## src/rtl/beep_sched.sv

```systemverilog
// Sound-effect scheduler for the snake game's buzzer: latches START/EAT/DIE
// requests, prioritises them and steps through a fixed note ROM per effect.
module beep_sched #(
  parameter int CLK_PRE   = 50_000_000,
  parameter int NOTE_TIME = 5_000_000,
  parameter int GAP_TIME  = 500_000
) (
  input  logic        clk,
  input  logic        rst,
  input  logic        req_start,
  input  logic        req_eat,
  input  logic        req_die,
  input  logic        mute,
  output logic        tone_en,
  output logic [17:0] tone_period,
  output logic [1:0]  effect_id,
  output logic        busy,
  output logic        done
);

  typedef enum logic [1:0] {
    ST_IDLE = 2'd0,
    ST_PLAY = 2'd1,
    ST_GAP  = 2'd2
  } state_t;

  localparam logic [1:0] FX_NONE  = 2'd0;
  localparam logic [1:0] FX_START = 2'd1;
  localparam logic [1:0] FX_EAT   = 2'd2;
  localparam logic [1:0] FX_DIE   = 2'd3;

  // Note periods in clk cycles, truncated CLK_PRE / f_note.
  localparam logic [17:0] P_C4 = 18'(CLK_PRE / 262);
  localparam logic [17:0] P_E4 = 18'(CLK_PRE / 330);
  localparam logic [17:0] P_F4 = 18'(CLK_PRE / 349);
  localparam logic [17:0] P_G4 = 18'(CLK_PRE / 392);
  localparam logic [17:0] P_C5 = 18'(CLK_PRE / 523);
  localparam logic [17:0] P_G5 = 18'(CLK_PRE / 784);

  localparam logic [23:0] NOTE_LAST = 24'(NOTE_TIME - 1);
  localparam logic [23:0] GAP_LAST  = 24'(GAP_TIME - 1);

  function automatic logic [17:0] note_period(input logic [1:0] fx, input logic [1:0] idx);
    logic [17:0] p;
    p = 18'd0;
    case ({fx, idx})
      {FX_START, 2'd0}: p = P_C4;
      {FX_START, 2'd1}: p = P_E4;
      {FX_START, 2'd2}: p = P_G4;
      {FX_EAT,   2'd0}: p = P_C5;
      {FX_EAT,   2'd1}: p = P_G5;
      {FX_DIE,   2'd0}: p = P_G4;
      {FX_DIE,   2'd1}: p = P_F4;
      {FX_DIE,   2'd2}: p = P_E4;
      {FX_DIE,   2'd3}: p = P_C4;
      default:          p = 18'd0;
    endcase
    return p;
  endfunction

  function automatic logic [1:0] last_idx(input logic [1:0] fx);
    logic [1:0] l;
    case (fx)
      FX_START: l = 2'd2;
      FX_EAT:   l = 2'd1;
      FX_DIE:   l = 2'd3;
      default:  l = 2'd0;
    endcase
    return l;
  endfunction

  state_t      state_q, state_d;
  logic        pend_start_q, pend_start_d;
  logic        pend_eat_q, pend_eat_d;
  logic        pend_die_q, pend_die_d;
  logic [1:0]  idx_q, idx_d;
  logic [23:0] cnt_q, cnt_d;
  logic        tone_en_q, tone_en_d;
  logic [17:0] tone_period_q, tone_period_d;
  logic [1:0]  effect_id_q, effect_id_d;
  logic        busy_q, busy_d;
  logic        done_q, done_d;
  logic [1:0]  sel_fx;

  logic playing;
  logic drop_start, drop_eat, drop_die;
  logic preempt;

  // Requests are bare one-cycle pulses with no back-pressure; every high
  // sample lands in a sticky pending bit unless that effect is already playing.
  assign playing    = (state_q != ST_IDLE);
  assign drop_start = playing && (effect_id_q == FX_START);
  assign drop_eat   = playing && (effect_id_q == FX_EAT);
  assign drop_die   = playing && (effect_id_q == FX_DIE);
  assign preempt    = playing && req_die && (effect_id_q != FX_DIE);

  always_comb begin
    state_d       = state_q;
    pend_start_d  = pend_start_q | (req_start & ~drop_start);
    pend_eat_d    = pend_eat_q | (req_eat & ~drop_eat);
    pend_die_d    = pend_die_q | (req_die & ~drop_die);
    idx_d         = idx_q;
    cnt_d         = cnt_q;
    tone_en_d     = tone_en_q;
    tone_period_d = tone_period_q;
    effect_id_d   = effect_id_q;
    busy_d        = busy_q;
    done_d        = 1'b0;
    sel_fx        = FX_NONE;

    case (state_q)
      ST_IDLE: begin
        // Clearing a bit still honours a request sampled on the same edge.
        if (pend_die_q) begin
          sel_fx     = FX_DIE;
          pend_die_d = req_die;
        end else if (pend_start_q) begin
          sel_fx       = FX_START;
          pend_start_d = req_start;
        end else if (pend_eat_q) begin
          sel_fx     = FX_EAT;
          pend_eat_d = req_eat;
        end
        if (sel_fx != FX_NONE) begin
          state_d       = ST_PLAY;
          idx_d         = 2'd0;
          cnt_d         = 24'd0;
          tone_period_d = note_period(sel_fx, 2'd0);
          effect_id_d   = sel_fx;
          busy_d        = 1'b1;
          tone_en_d     = ~mute;
        end
      end
      ST_PLAY: begin
        tone_en_d = ~mute;
        if (cnt_q == NOTE_LAST) begin
          state_d   = ST_GAP;
          cnt_d     = 24'd0;
          tone_en_d = 1'b0;
        end else begin
          cnt_d = cnt_q + 24'd1;
        end
      end
      ST_GAP: begin
        tone_en_d = 1'b0;
        if (cnt_q == GAP_LAST) begin
          cnt_d = 24'd0;
          if (idx_q == last_idx(effect_id_q)) begin
            state_d       = ST_IDLE;
            idx_d         = 2'd0;
            tone_period_d = 18'd0;
            effect_id_d   = FX_NONE;
            busy_d        = 1'b0;
            done_d        = 1'b1;
          end else begin
            state_d       = ST_PLAY;
            idx_d         = idx_q + 2'd1;
            tone_period_d = note_period(effect_id_q, idx_q + 2'd1);
            tone_en_d     = ~mute;
          end
        end else begin
          cnt_d = cnt_q + 24'd1;
        end
      end
      default: state_d = ST_IDLE;
    endcase

    // Game over: DIE cuts in immediately and flushes queued START/EAT.
    if (preempt) begin
      state_d       = ST_PLAY;
      idx_d         = 2'd0;
      cnt_d         = 24'd0;
      tone_period_d = note_period(FX_DIE, 2'd0);
      effect_id_d   = FX_DIE;
      busy_d        = 1'b1;
      tone_en_d     = ~mute;
      done_d        = 1'b0;
      pend_start_d  = req_start & ~drop_start;
      pend_eat_d    = req_eat & ~drop_eat;
      pend_die_d    = pend_die_q;
    end
  end

  always_ff @(posedge clk) begin
    if (rst) begin
      state_q       <= ST_IDLE;
      pend_start_q  <= 1'b0;
      pend_eat_q    <= 1'b0;
      pend_die_q    <= 1'b0;
      idx_q         <= 2'd0;
      cnt_q         <= 24'd0;
      tone_en_q     <= 1'b0;
      tone_period_q <= 18'd0;
      effect_id_q   <= FX_NONE;
      busy_q        <= 1'b0;
      done_q        <= 1'b0;
    end else begin
      state_q       <= state_d;
      pend_start_q  <= pend_start_d;
      pend_eat_q    <= pend_eat_d;
      pend_die_q    <= pend_die_d;
      idx_q         <= idx_d;
      cnt_q         <= cnt_d;
      tone_en_q     <= tone_en_d;
      tone_period_q <= tone_period_d;
      effect_id_q   <= effect_id_d;
      busy_q        <= busy_d;
      done_q        <= done_d;
    end
  end

  assign tone_en     = tone_en_q;
  assign tone_period = tone_period_q;
  assign effect_id   = effect_id_q;
  assign busy        = busy_q;
  assign done        = done_q;

endmodule

```

## config.mk

```make
export PLATFORM = sky130hd
export DESIGN_NAME = beep_sched
export DESIGN_NICKNAME = d
export VERILOG_FILES = /design/src/rtl/beep_sched.sv
export SDC_FILE = /design/constraint.sdc
export NUM_CORES = 1
export LEC_CHECK = 0
export ABC_AREA = 1
export CAP_MARGIN = 20
export CORE_MARGIN = 2
export CORE_UTILIZATION = 54
export CTS_BUF_LIST = sky130_fd_sc_hd__clkbuf_2 sky130_fd_sc_hd__clkbuf_4 sky130_fd_sc_hd__clkbuf_8
export DETAILED_ROUTE_END_ITERATION = 10
export PLACE_DENSITY = 0.78
export SYNTH_ARGS = -nofsm -noshare
export SYNTH_HDL_FRONTEND = slang
export SYNTH_SLANG_ARGS = --single-unit
export TNS_END_PERCENT = 50
```

## constraint.sdc

```tcl
create_clock -name clk -period 1.9 [get_ports clk]
set_input_delay 0.285 -clock clk [delete_from_list [all_inputs] [get_ports clk]]
set_output_delay 0.285 -clock clk [all_outputs]
set_load 0.02 [all_outputs]
```

==> qor.txt <==
RUN STATUS
--------------------------------------------------------------------------------
Result of the run                                                   complete, no violations

SYNTH
--------------------------------------------------------------------------------
Number of instances in the synthesized netlist                               495
Synthesized area divided by synthesized cell count                     6.76 um^2
Cell Area, Synth                                                       3350 um^2
Count of unique library cells instantiated by Yosys                           42
Synthesized net count                                                        518
Part of the Yosys area used for sequential elements                        0.311
Seq cells post-synth                                                          52
Share of synthesized flip-flops with an asynchronous set or reset              0
Yosys Warn Count                                                               0
Number of flops mapped to enable cells by yosys                                0
Top FF cell, synth                                                       dfxtp_1

LAYOUT
--------------------------------------------------------------------------------
Number of nets in the layout                                                 563
Post-route core utilization                                                0.668
Leading cell type in the layout, fill and taps excluded                  nand2_1
Area growth, synth to finish                                               18.8%
Share of layout cells above drive strength 1                               0.170
Most frequent cells in the layout                                   117 x nand2_1, 69 x nor2_1, 47 x dfxtp_1, 44 x inv_1, 31 x nand3_1
Antenna Cells                                                                  0

STA
--------------------------------------------------------------------------------
Worst setup slack after layout                                         0.0913 ns
Number of pins with negative max-slew slack in the final report                0
Slew at the pin closest to its max-slew limit                           0.379 ns
Count of endpoints failing hold in the final timing report                     0
Final-report setup violation count                                             0
Highest clock frequency the design can meet                              553 MHz
Max transition margin                                                      0.745
Final clock skew                                                       0.0108 ns
Period minus WS final                                                    1.81 ns
Period utilization                                                         0.952

DIE
--------------------------------------------------------------------------------
Die Footprint                                                          6840 um^2
Starting density of the core                                               0.562
Area of the core                                                       5960 um^2
I/O pins                                                                      29
Die span in y                                                            82.7 um
X dimension of the die                                                   82.7 um
Number of placement rows                                                      28

GLOBAL ROUTE
--------------------------------------------------------------------------------
Largest net degree at the start of global routing                             24
Overall track demand over capacity in global routing                       0.250
Gr ovfl total                                                                  0
Initial antenna violation count                                                0
Via count of the first global-routing pass                                  2954
First-pass GRT wire length                                              13200 um

DRT
--------------------------------------------------------------------------------
Iteration-0 DRC Markers                                                      149
Post-route ant nets                                                            0
Detailed Routing Iterations Pass 1                                             4
Total Wirelength                                                         8100 um
Post-DR vias/cell                                                           5.31
Wire length per cell after detailed routing                              13.1 um
Vias                                                                        3271
Final routed DRC violation total                                               0

PWR
--------------------------------------------------------------------------------
Maximum vdd ir drop                                                   0.000754 V
Pwr dens                                                            1450 nW/um^2
Leakage power of the design                                              1.63 nW

WORST SETUP PATH
--------------------------------------------------------------------------------
Arrival time of data at the critical path endpoint                       1.52 ns
Required time worst endpoint                                             1.62 ns
End point of the critical path                                      effect_id[0]
Classification of the worst setup path                                reg -> out
Category of the worst setup path launch point                          flip-flop
Launching point of the worst reg2reg path                               cnt_q[1]
Startpoint of the worst setup timing path                           effect_id[0]
Largest fanout on the critical path                                            8
Endpoint of the lowest-slack register-to-register path              tone_period[10]
Register-to-register setup slack                                         0.10 ns
Worst reg-to-reg path cell count                                              10
Kind of end point of the critical path                               output port

PLACE
--------------------------------------------------------------------------------
Number of buffer cells added on primary ports                                 28
Post-detail-place hpwl                                                   6280 um
Placer's final routability congestion estimate                             0.910
Minimum setup slack after placement                                   0.00183 ns

CLOCK TREE
--------------------------------------------------------------------------------
Buffers from clock root to sink, at most                                       2
TritonCTS Buffers                                                              5
Clock transition at the registers of the reported paths                  0.10 ns
CTS tree                                                                     yes
Hold buffer count at CTS                                                       0
Buffer cell driving the clock tree root                                 clkbuf_8
Clock latency on the worst-skew pair                                     0.31 ns
H-tree level count                                                             2
Sinks on Clock Net                                                            52

MIN PATH
--------------------------------------------------------------------------------
Worst min-delay path category                                         reg -> reg

JOB
--------------------------------------------------------------------------------
Max-cap viol count                                                             0

-- power breakdown --
| group | leakage (nW) | internal, W | switching (W) | total, W |
|---|---|---|---|---|
| clock | 0.0541 | 0.000390 | 0.000381 | 0.000771 |
| combinational | 1.15 | 0.00136 | 0.00213 | 0.00349 |
| sequential | 0.426 | 0.00134 | 0.000172 | 0.00151 |
| total | 1.63 | 0.00309 | 0.00269 | 0.00577 |
-- flip-flops by register name, indices dropped and copies added, names as in the netlist, 2 cells and up --
name         cells
cnt_q           24
tone_period     16
effect_id        2
idx_q            2
state_q          2
-- final cells by class --
| cell class | count | area, um^2 |
|---|---|---|
| Clock buffer | 5 | 68.8 |
| Tap cell | 75 | 93.8 |
| Fill cell | 512 | 1980 |
| Sequential cell | 52 | 1050 |
| Multi-Input combinational cell | 376 | 2060 |
| Clock inverter | 3 | 42.5 |
| Timing Repair Buffer | 52 | 463 |
| Inverter | 53 | 203 |
-- metal layers --
metal  GRT usage  up-vias  part of all wire
met2       0.446       84              0.50
met1       0.300     1496              0.44
met3      0.0348       19             0.035
met4       0.102        0             0.028
met5           0        -                 0
li1            -     1672                 -
-- cells in the mapped netlist (all sizes together) (2+ instances only) --
master	instances	area, um^2
nand2	130	541
xnor2	4	35.0
ha	17	213
o21ai	25	129
xor2	13	114
o31ai	3	22.5
o22ai	2	12.5
o211ai	2	15.0
buf	10	78.8
nand3	34	200
o21bai	3	33.8
clkbuf	4	15.0
nor4	2	12.5
nand4	6	37.5
nor2	87	377
nor3	10	55.1
dfxtp	52	1040
a21oi	31	159
inv	52	198
-- cells by family (layout without fill, tap and decap cells) --
kind of cell               Yosys count  count (layout)  synth area share
and+or+nand+nor                    272             272             0.371
xor gates and xnor gates            17              17            0.0445
muxes                                1               1           0.00299
DFF                                 52              52             0.311
adders and majority gates           17              17            0.0636
buffers and inverters               67             113            0.0886
AOI/OAI and AO/OA                   69              69             0.118
-- critical path, cell delays in order, from the launching register on --
cell,delay [ns]
dfxtp_2,0.42
buf_4,0.18
clkdlybuf4s50_1,0.61
-- what timing repair did --
item	4_1_cts	5_1_grt
endpoints found under the setup margin	2	44
pin swaps	0	3
gates resized for setup	2	19
buffers inserted	0	3
-- worst min path at each step --
stage | start | to | slack [ns] | cells past startpoint
after floorplan | req_die | pend_die_q | 0.42 | 2
after global placement | tone_period[13] | tone_period[13] | 0.45 | 2
after detailed placement | tone_period[13] | tone_period[13] | 0.45 | 2
after CTS | tone_en | tone_en | 0.47 | 2
after global routing | tone_en | tone_en | 0.48 | 2
final | tone_period[16] | tone_period[16] | 0.47 | 2
-- stage by stage --
stage	hold slack [ns]	std cells	area (um^2)	power, W	setup TNS [ns]
2_1_floorplan	0.420	495	3350	0.00384	0
3_3_place_gp	0.449	605	3780	0.00481	0
3_5_place_dp	0.454	605	3780	0.00488	0
4_1_cts	0.470	613	3900	0.00567	0
5_1_grt	0.485	616	3980	0.00624	-0.167
6_report	0.467	616	3980	0.00577	0
(Power assumes the default switching activity.)
